[src/rtl/pipe_control_unit.sv]
// Pipelined control unit: ID decode, load-use hazard detection, beq/j redirect,
// ID/EX -> EX/MEM -> MEM/WB control/destination tracking and EX forwarding selects.
module pipe_control_unit #(
   parameter int unsigned REG_AW = 5,
   parameter int unsigned OP_W   = 6,
   parameter int unsigned CTRL_W = 32
) (
   input  logic              clk_i,
   input  logic              rst_i,
   input  logic              valid_i,
   input  logic [OP_W-1:0]   Op_i,
   input  logic [REG_AW-1:0] Rs_i,
   input  logic [REG_AW-1:0] Rt_i,
   input  logic [REG_AW-1:0] Rd_i,
   input  logic              Eq_i,
   output logic [CTRL_W-1:0] ex_ctrl_o,
   output logic [1:0]        mem_ctrl_o,
   output logic [1:0]        wb_ctrl_o,
   output logic [REG_AW-1:0] mem_dest_o,
   output logic [REG_AW-1:0] wb_dest_o,
   output logic [1:0]        fwd_a_o,
   output logic [1:0]        fwd_b_o,
   output logic              stall_o,
   output logic              pc_write_o,
   output logic              ifid_write_o,
   output logic              flush_o,
   output logic              Branch_o,
   output logic              Jump_o,
   output logic              illegal_o
);
   localparam int unsigned DEC_W = 8;
   localparam int unsigned B_REGWRITE = 0;
   localparam int unsigned B_MEMREAD  = 2;

   localparam logic [OP_W-1:0] OP_RTYPE = OP_W'(6'b000000);
   localparam logic [OP_W-1:0] OP_ADDI  = OP_W'(6'b001000);
   localparam logic [OP_W-1:0] OP_ORI   = OP_W'(6'b001101);
   localparam logic [OP_W-1:0] OP_LW    = OP_W'(6'b100011);
   localparam logic [OP_W-1:0] OP_SW    = OP_W'(6'b101011);
   localparam logic [OP_W-1:0] OP_BEQ   = OP_W'(6'b000100);
   localparam logic [OP_W-1:0] OP_J     = OP_W'(6'b000010);

   logic [DEC_W-1:0]  dec_ctrl;
   logic [REG_AW-1:0] dec_dest;
   logic              uses_rt;
   logic              is_beq;
   logic              is_j;
   logic              legal;
   logic              stall;
   logic              bubble;

   logic [DEC_W-1:0]  idex_ctrl;
   logic [REG_AW-1:0] idex_dest;
   logic [REG_AW-1:0] idex_rs;
   logic [REG_AW-1:0] idex_rt;
   logic [1:0]        exmem_mem;
   logic [1:0]        exmem_wb;
   logic [REG_AW-1:0] exmem_dest;
   logic [1:0]        memwb_wb;
   logic [REG_AW-1:0] memwb_dest;

   // Opcode decode: {RegDst, ALUSrc, ALUOp[1:0], MemWrite, MemRead, MemtoReg, RegWrite}
   always_comb begin
      dec_ctrl = '0;
      dec_dest = '0;
      uses_rt  = 1'b0;
      is_beq   = 1'b0;
      is_j     = 1'b0;
      legal    = 1'b1;
      case (Op_i)
         OP_RTYPE: begin dec_ctrl = 8'b1000_0001; dec_dest = Rd_i; uses_rt = 1'b1; end
         OP_ADDI:  begin dec_ctrl = 8'b0101_0001; dec_dest = Rt_i; end
         OP_ORI:   begin dec_ctrl = 8'b0110_0001; dec_dest = Rt_i; end
         OP_LW:    begin dec_ctrl = 8'b0101_0111; dec_dest = Rt_i; end
         OP_SW:    begin dec_ctrl = 8'b0101_1000; uses_rt = 1'b1; end
         OP_BEQ:   begin dec_ctrl = 8'b0011_0000; uses_rt = 1'b1; is_beq = 1'b1; end
         OP_J:     is_j = 1'b1;
         default:  legal = 1'b0;
      endcase
      if (!dec_ctrl[B_REGWRITE]) dec_dest = '0;
   end

   // Load in EX whose destination is read in ID; $0 never hazards
   assign stall = valid_i & idex_ctrl[B_MEMREAD] & (idex_dest != '0) &
                  ((idex_dest == Rs_i) | (uses_rt & (idex_dest == Rt_i)));
   assign bubble = ~valid_i | stall | ~legal;

   assign stall_o      = stall;
   assign pc_write_o   = ~stall;
   assign ifid_write_o = ~stall;
   assign illegal_o    = valid_i & ~legal;
   assign Branch_o     = valid_i & is_beq & Eq_i & ~stall;
   assign Jump_o       = valid_i & is_j & ~stall;
   assign flush_o      = Branch_o | Jump_o;

   always_ff @(posedge clk_i or negedge rst_i) begin
      if (!rst_i) begin
         idex_ctrl  <= '0;
         idex_dest  <= '0;
         idex_rs    <= '0;
         idex_rt    <= '0;
         exmem_mem  <= '0;
         exmem_wb   <= '0;
         exmem_dest <= '0;
         memwb_wb   <= '0;
         memwb_dest <= '0;
      end else begin
         if (bubble) begin
            idex_ctrl <= '0;
            idex_dest <= '0;
            idex_rs   <= '0;
            idex_rt   <= '0;
         end else begin
            idex_ctrl <= dec_ctrl;
            idex_dest <= dec_dest;
            idex_rs   <= Rs_i;
            idex_rt   <= Rt_i;
         end
         exmem_mem  <= idex_ctrl[3:2];
         exmem_wb   <= idex_ctrl[1:0];
         exmem_dest <= idex_dest;
         memwb_wb   <= exmem_wb;
         memwb_dest <= exmem_dest;
      end
   end

   // EX/MEM result is younger, so it wins over MEM/WB
   function automatic logic [1:0] fwd_sel(input logic [REG_AW-1:0] src);
      if (exmem_wb[0] && (exmem_dest != '0) && (exmem_dest == src)) return 2'b10;
      if (memwb_wb[0] && (memwb_dest != '0) && (memwb_dest == src)) return 2'b01;
      return 2'b00;
   endfunction

   assign fwd_a_o    = fwd_sel(idex_rs);
   assign fwd_b_o    = fwd_sel(idex_rt);
   assign ex_ctrl_o  = CTRL_W'(idex_ctrl);
   assign mem_ctrl_o = exmem_mem;
   assign wb_ctrl_o  = memwb_wb;
   assign mem_dest_o = exmem_dest;
   assign wb_dest_o  = memwb_dest;

endmodule

[config.mk]
export PLATFORM = sky130hd
export DESIGN_NAME = pipe_control_unit
export DESIGN_NICKNAME = d
export VERILOG_FILES = /design/src/rtl/pipe_control_unit.sv
export SDC_FILE = /design/constraint.sdc
export NUM_CORES = 1
export LEC_CHECK = 0
export CAP_MARGIN = 10
export CORE_MARGIN = 5
export CORE_UTILIZATION = 44
export DETAILED_ROUTE_END_ITERATION = 12
export PLACE_DENSITY = 0.8
export SLEW_MARGIN = 40
export SYNTH_ARGS = -nofsm -noshare
export SYNTH_HDL_FRONTEND = slang
export SYNTH_SLANG_ARGS = --single-unit
[constraint.sdc]
create_clock -name clk_i -period 3.15 [get_ports clk_i]
set_clock_uncertainty 0.05 [all_clocks]
set_input_delay 0.63 -clock clk_i [delete_from_list [all_inputs] [get_ports clk_i]]
set_output_delay 0.63 -clock clk_i [all_outputs]
set_load 0.01 [all_outputs]
======== After elaboration in Yosys (flattened, before gate mapping) ========
Cells that the tools add are included.
word-level totals
  register bits after elaboration ......... 39
  word-level logic and storage cells ...... 76
operators by class
  equality and inequality tests ........... 12
  mux-type cells .......................... 25
  bitwise gates (word level) .............. 17
  reduce and logical (&&, ||, !) cells .... 13
operators with widths
  operator                                             number
  one-hot mux 8 bit (6 select lines)                   1
  equality test 5 bit                                  6
  2-to-1 mux 5 bit                                     4
  2-to-1 mux 2 bit                                     8
  nonzero test 5 bit                                   3
  equality test 6 x 4 -> 1 bit, second input constant  2
  equality test 6 bit, second input constant           2
  bitwise AND 1 bit                                    10
  2-to-1 mux 1 bit                                     10
  one-hot mux 5 bit (2 select lines)                   1
  2-to-1 mux 8 bit                                     1
  OR reduction 7 bit                                   1
  equality test 6 x 2 -> 1 bit, second input constant  1
  equality test 6 x 3 -> 1 bit, second input constant  1
  logical AND 1 bit                                    6
  zero test 6 bit                                      1
  OR reduction 3 bit                                   2
  bitwise OR 1 bit                                     4
  inverter 1 bit                                       3

======== Longest topological paths before layout ========
Gate-level depths: netlist of run 1.
  depth in word-level cells ............... 9
  gate-level depth with buffers ........... 7
  mapped depth without buffers ............ 4

======== Worst setup path after synthesis of run 1 ========
No wires, ideal clock.
  kind .................................... in2out
  start ................................... in Op_i[0]
  end ..................................... out pc_write_o
  data arrival time ....................... 2.081 ns
  data required time ...................... 2.470 ns
  setup slack ............................. 0.389 ns
  cell stages on the path ................. 7
  path through ............................ buf_2 nor2_1 o2bb2a_4 nor4_4 buf_4 nor2_1 buf_4
on the way
  cells in the longest elaborated chain, start to end .. 7
  elaborated cells between the ends (all ways) .. 9
RTL lines
  item                                                        line  text
  start, declared                                             11    input logic [OP_W-1:0] Op_i,
  equality test 6 x 3 -> 1 bit, or another cell as far along  70    case (Op_i)
  OR reduction 3 bit (no source line) *                       --
  2-to-1 mux 1 bit *                                          70
  bitwise AND 1 bit *                                         85    ((idex_dest == Rs_i) | (uses_rt & (idex_dest == Rt_i)));
  bitwise OR 1 bit *                                          85
  bitwise AND 1 bit *                                         84    assign stall = valid_i & idex_ctrl[B_MEMREAD] & (idex_dest != '0) &
  inverter 1 bit *                                            --
  end, declared                                               24    output logic pc_write_o,
Mark *: on every way between the ends. The rest lies on a longest branch, timed or not.

======== Worst setup path after layout of run 1 ========
  start ................................... in Rt_i[1]
  end ..................................... out ifid_write_o
on the way
  cells in the longest elaborated chain, start to end .. 5
RTL lines
  item                 line  text
  start, declared      13    input logic [REG_AW-1:0] Rt_i,
  equality test 5 bit  85
  bitwise AND 1 bit    85
  bitwise OR 1 bit     85
  bitwise AND 1 bit    84
  inverter 1 bit       90    assign ifid_write_o = ~stall;
  end, declared        25    output logic ifid_write_o,
Every way passes these cells.

==> results of run 1 <==
## synthesized netlist by cell type
master     instances
a2111oi_0          1
a211oi_1           2
a21boi_0           1
a21oi_1            1
a32oi_1            5
and2_1             2
and3b_1            1
buf_1              1
buf_2              5
buf_4             29
buf_6              1
clkbuf_1           1
clkinv_1           1
conb_1             1
dfrtp_1           37
inv_1              1
maj3_1             1
nand2_1            5
nand3_1            5
nand3b_1           2
nand4_1            1
nand4b_4           1
nand4bb_1          1
nor2_1             6
nor3_1            11
nor3b_1            1
nor4_1             5
nor4_4             1
nor4b_1           12
o211ai_2           1
o21ai_0            5
o21ai_2            1
o21bai_2           1
o22ai_1            1
o2bb2a_4           1
or2_2              1
or3b_2             1
or4_1              5
or4_4              1
xnor2_1           13
xor2_1            19
## metal layers
layer / vias up / GRT usage (%) / wire (um) / part of all wire (%)
li1: 787 / - / - / -
met1: 795 / 18.41 / 1931 / 39
met2: 82 / 28.52 / 2483 / 51
met3: 8 / 4.308 / 415 / 8.5
met4: 0 / 5.245 / 66 / 1.3
met5: - / 0 / 0 / 0
## state kept, by name, indices dropped and copies added, names as in the netlist
signal	count
idex_ctrl	7
idex_dest	5
idex_rs	5
idex_rt	5
mem_dest_o	5
wb_dest_o	5
mem_ctrl_o	2
wb_ctrl_o	2
exmem_wb	1
## what timing repair did
item | in CTS | in global routing
hold buffers | 0 | 0
gates resized for setup | 17 | 8
setup endpoints to repair | 9 | 4
pin swaps | 1 | 3
buffers inserted | 1 | 1
## stage by stage
stage / cell area (sq um) / power [mW] / utilization [%] / hold WS, ns
finish: 2908 / 1.050 / 62.39 / 0.3188
global route: 2908 / 1.092 / 62.39 / 0.3408
global placement: 2731 / 0.6401 / 58.60 / 0.3098
detailed placement: 2731 / 0.6425 / 58.60 / 0.3083
CTS: 2868 / 1.058 / 61.53 / 0.3223
floorplan: 2167 / 0.5839 / - / 0.2844
## layout make-up
type | instances | area (sq um)
clock buffers | 7 | 86.33
clock inverters | 1 | 30.03
fillers | 381 | 1753
inverters | 2 | 7.507
multi-input cells | 139 | 1003
flip-flops and latches | 37 | 929.6
well taps | 54 | 67.56
repair buffers | 84 | 783.3
## power breakdown
part / internal (mW) / switching (mW)
logic: 0.0720 / 0.0741
clock network: 0.258 / 0.158
registers: 0.481 / 0.00652
## path summary, 6_finish.rpt
kind                            cells after the start           end  slack (ns)
worst max-delay path                                8  ifid_write_o        0.08
worst min-delay path                                0   exmem_wb[0]        0.32
worst max register to register                      7  idex_ctrl[4]        0.86
worst min register to register                      0   exmem_wb[0]        0.32
max in group asynchronous                           2  wb_dest_o[2]        2.00
min in group asynchronous                           2  wb_dest_o[4]        0.70
## cell families (layout without fill, tap and decap cells)
| logic type | count (synthesis) | count (layout) |
|---|---|---|
| AOI/OAI and AO/OA | 20 | 20 |
| xor gates and xnor gates | 32 | 32 |
| adders and majority gates | 1 | 1 |
| buffers and inverters | 39 | 94 |
| DFF | 37 | 37 |
| other | 1 | 24 |
| and+or+nand+nor | 62 | 62 |
==> flow_metrics.tcl, run 1 <==
set metrics [dict create \
    status "complete, no violations" \
    routed_wl_um 4897 \
    min_from "idex_ctrl[0]" \
    critPathMostFrequentCell "buf_4" \
    dr_total_vias 1672 \
    synth_top_area_share_pct 44.50 \
    path_buf_inv 4 \
    syn2layout_area_growth_pct 39.75 \
    cp_max_fo 3 \
    avgSynthCellArea_sq_um 10.84 \
    hold_viol 0 \
    clock_latency_ns 0.29 \
    overflow 0 \
    fin_cells 324 \
    die_area_sq_um 6204 \
    drtPass1Iterations 4 \
    die_w_um 78.77 \
    layout_setup_ws_ns 0.08204 \
    slowest_stage "clkdlybuf4s50_1" \
    die_h_um 78.77 \
    synth_seq_cells 37 \
    synth_compound_area_share_pct 7.877 \
    viasPerCell 5.160 \
    cts.htree.levels 2 \
    setup_violations 0 \
    maxCapViolCount 0 \
    drc_errors 0 \
    place_congestion 0.9206 \
    post-place-ws_ns -0.2296 \
    nets 294 \
    io_buffer_count 57 \
    dpl.hpwl_um 3843 \
    core_area_sq_um 4661 \
    fp-row-count 25 \
    synth_area_sq_um 2081 \
    cpPeakStageDelay_ns 0.51 \
    critical-path-top-delay-family "buffers and inverters" \
    cts_buffer_depth 2 \
    final_cell_mix "43 x clkdlybuf4s50_1, 34 x dfrtp_1, 26 x buf_4" \
    grt_pass1_vias 1642 \
    drive_gt1_share_pct 18.52 \
    tns_ns 0 \
    synth_fa_ha_area_share_pct 0.4811 \
    clockRootBuffer "clkbuf_8" \
    ant_nets 0 \
    layout_commonest_cell "clkdlybuf4s50_1" \
    cp.required_ns 2.47 \
    cts_tree "done" \
    clk_pin_slew_ns 0.07 \
    avgRoutedWirePerCell_um 15.11 \
    yosys_warnings 0 \
    antenna_cells 0 \
    criticalPathCategory "in -> out" \
    irDropWorstVdd_uv 291.6 \
    min_period_ns 3.068 \
    seq_area_frac_synth_pct 44.50 \
    min_path_type "reg -> reg" \
    max_freq_mhz 325.9 \
    start_kind "input port" \
    placedCellCount 314 \
    crit_chain "clkdlybuf4s50_1 -> xnor2_1 -> nand4_1 -> nor4_4 -> buf_4 -> buf_4 -> nor2_1 -> dlygate4sd2_1" \
    synthCells 192 \
    first_iter_violations 83 \
    grt_max_degree 38 \
    crit_arrival_ns 2.39 \
    yosys.area_share.simple_pct 20.57 \
    synth_top_area_cell "dfrtp_1" \
    leakagePower_nw 1.409 \
    yosysUniqueCellTypes 41 \
    critPathLaunch "Rt_i[1]" \
    ios 82 \
    p_per_area_nw_per_um2 361.0 \
    antenna_found_initial 0 \
    synth_top_family_by_area "simple AND/OR/NAND/NOR gates" \
    cts_num_sinks 37 \
    report.final.slew_viol_count 0 \
    grt_pass1_wl_um 7769 \
    fin_crit_sh_pct 97.40 \
    rr_startpoint "idex_dest[2]" \
    initial_core_util_pct 44.64 \
    synthTopCellsByArea "dfrtp_1 44%, buf_4 10%, xor2_1 8.0%" \
    cts_inserted_buffers 5 \
    grt.total_usage_pct 15.96 \
    critPathCaptureType "output port" \
    synth_mux_area_share_pct 0 \
    synth-xor-area-share_pct 13.47 \
]
(Power assumes the default switching activity.)
==> run 2, diff against run 1 <==
- CORE_ASPECT_RATIO: not set -> 0.8
==> flow_metrics.tcl, run 2 (synthesized netlist as in run 1, its figures left out) <==
set metrics [dict create \
    cp_max_fo 4 \
    fin_util_pct 61.65 \
    dpl.hpwl_um 3870 \
    pwr-share-clk_pct 35.6 \
    cts_num_sinks 37 \
    die_w_um 86.89 \
    largest_reg_flops 7 \
    die_h_um 71.51 \
    setup_violations 0 \
    die_area_sq_um 6213 \
    nets 289 \
    antenna_found_initial 0 \
    start_kind "input port" \
    swShare_pct 25.62 \
    status "complete, no violations" \
    min_path_type "in -> async" \
    drtPass1Iterations 4 \
    place_congestion 0.8870 \
    clk_pin_slew_ns 0.07 \
    io_buffer_count 57 \
    hold_viol 0 \
    crit_arrival_ns 2.38 \
    n_fill_cell 414 \
    p_switching_mw 0.2509 \
    grt_max_degree 38 \
    regToRegSetupSlack_ns 0.87 \
    antenna_cells 0 \
    clock_latency_ns 0.29 \
    dr_total_vias 1628 \
    max_freq_mhz 327.0 \
    report.final.slew_viol_count 0 \
    hold_ws_ns 0.2337 \
    grt.total_usage_pct 16.22 \
    regArea_sq_um 925.9 \
    fin_crit_sh_pct 97.07 \
    power_frac_comb_pct 14.7 \
    drive_gt1_share_pct 16.60 \
    tns_ns 0 \
    cts_buffer_depth 2 \
    ios 82 \
    p_per_area_nw_per_um2 345.6 \
    hold_buffers 0 \
    core_area_sq_um 4597 \
    p_seq_share_pct 49.8 \
    criticalPathCategory "in -> out" \
    grt_pass1_wl_um 7852 \
    grt_pass1_vias 1613 \
    irDropWorstVdd_uv 171.8 \
    top_register "idex_ctrl" \
    overflow 0 \
    leakagePower_nw 1.402 \
    cts_inserted_buffers 5 \
    clockRootBuffer "clkbuf_8" \
    cts_tree "done" \
    maxCapViolCount 0 \
    viasPerCell 5.009 \
    min_period_ns 3.058 \
    cp.required_ns 2.47 \
    critPathCaptureType "output port" \
    syn2layout_area_growth_pct 36.20 \
    fp-row-count 22 \
    multiInputGateArea_sq_um 992.2 \
    initial_core_util_pct 45.26 \
    routed_wl_um 4871 \
    final_cell_mix "44 x clkdlybuf4s50_1, 37 x dfrtp_1, 24 x conb_1" \
    avgRoutedWirePerCell_um 14.99 \
    cts.htree.levels 2 \
    layout_commonest_cell "clkdlybuf4s50_1" \
    drc_errors 0 \
    ant_nets 0 \
    first_iter_violations 104 \
    internal-power_mw 0.7285 \
    rsz0062_at_grt "no" \
]
==> run 2: cell types whose count changed in the layout (fill, tap and decap cells not counted), sizes merged <==
cell           change
dlymetal6s2s       +1
bufinv             -1
clkdlybuf4s50      +1
dlygate4sd2        -3
clkbuf             -1
buf                -4
clkinv             +2
==> run 2: per-stage QoR <==
stage	instances	worst slack (ns)	area, sq um	total power [mW]
finish	325	0.09217	2834	0.9794
global route	325	0.03752	2834	1.021
CTS	324	-0.1056	2804	0.9871
detailed placement	316	-0.2399	2704	0.6403
global placement	316	-0.1853	2704	0.6373
floorplan	215	0.3893	2167	0.5839
==> run 2: path summary, 6_finish.rpt <==
check,start,endpoint,depth (start not counted)
min,rst_i,wb_dest_o[0],1
max,Rs_i[4],flush_o,6
min reg2reg,idex_ctrl[0],exmem_wb[0],0
max reg2reg,idex_dest[1],idex_rs[0],7
min in group clk_i,idex_ctrl[0],exmem_wb[0],0
max in group asynchronous,rst_i,idex_dest[2],1
==> run 2: cell type report <==
class / count / share of cell area [%]
Clock buffer: 6 / 2.914
Multi-Input combinational cell: 139 / 35.01
Sequential cell: 37 / 32.67
Timing Repair Buffer: 79 / 26.00
Clock inverter: 2 / 0.4857
Inverter: 2 / 0.2649
Tap cell: 60 / 2.649
==> run 2: power groups by stage <==
stage / registers (mW) / logic (mW) / clock network [mW]
after floorplan: 0.497 / 0.0868 / 0
after global placement: 0.497 / 0.141 / 0
after detailed placement: 0.497 / 0.143 / 0
after CTS: 0.488 / 0.143 / 0.357
after global routing: 0.488 / 0.157 / 0.375
final: 0.487 / 0.144 / 0.348
==> run 2: layer usage <==
metal,global-route usage [%],part of all wire (%),vias to the layer above
li1,-,-,782
met1,20.71,41,779
met2,25.86,49,60
met3,5.172,9.1,7
met4,5.709,1.3,0
met5,0,0,-
==> run 2: timing repair <==
action | CTS | global route
setup endpoints to repair | 9 | 5
gates resized for setup | 12 | 7
pin swaps | 1 | 1
buffers inserted | 0 | 1
==> run 2: worst max-delay path, cell delays in order <==
cell and delay (ns):
clkdlybuf4s50_1 0.44, xor2_1 0.16, or4_4 0.55, o21ai_2 0.23, a211oi_1 0.08, dlygate4sd2_1 0.29
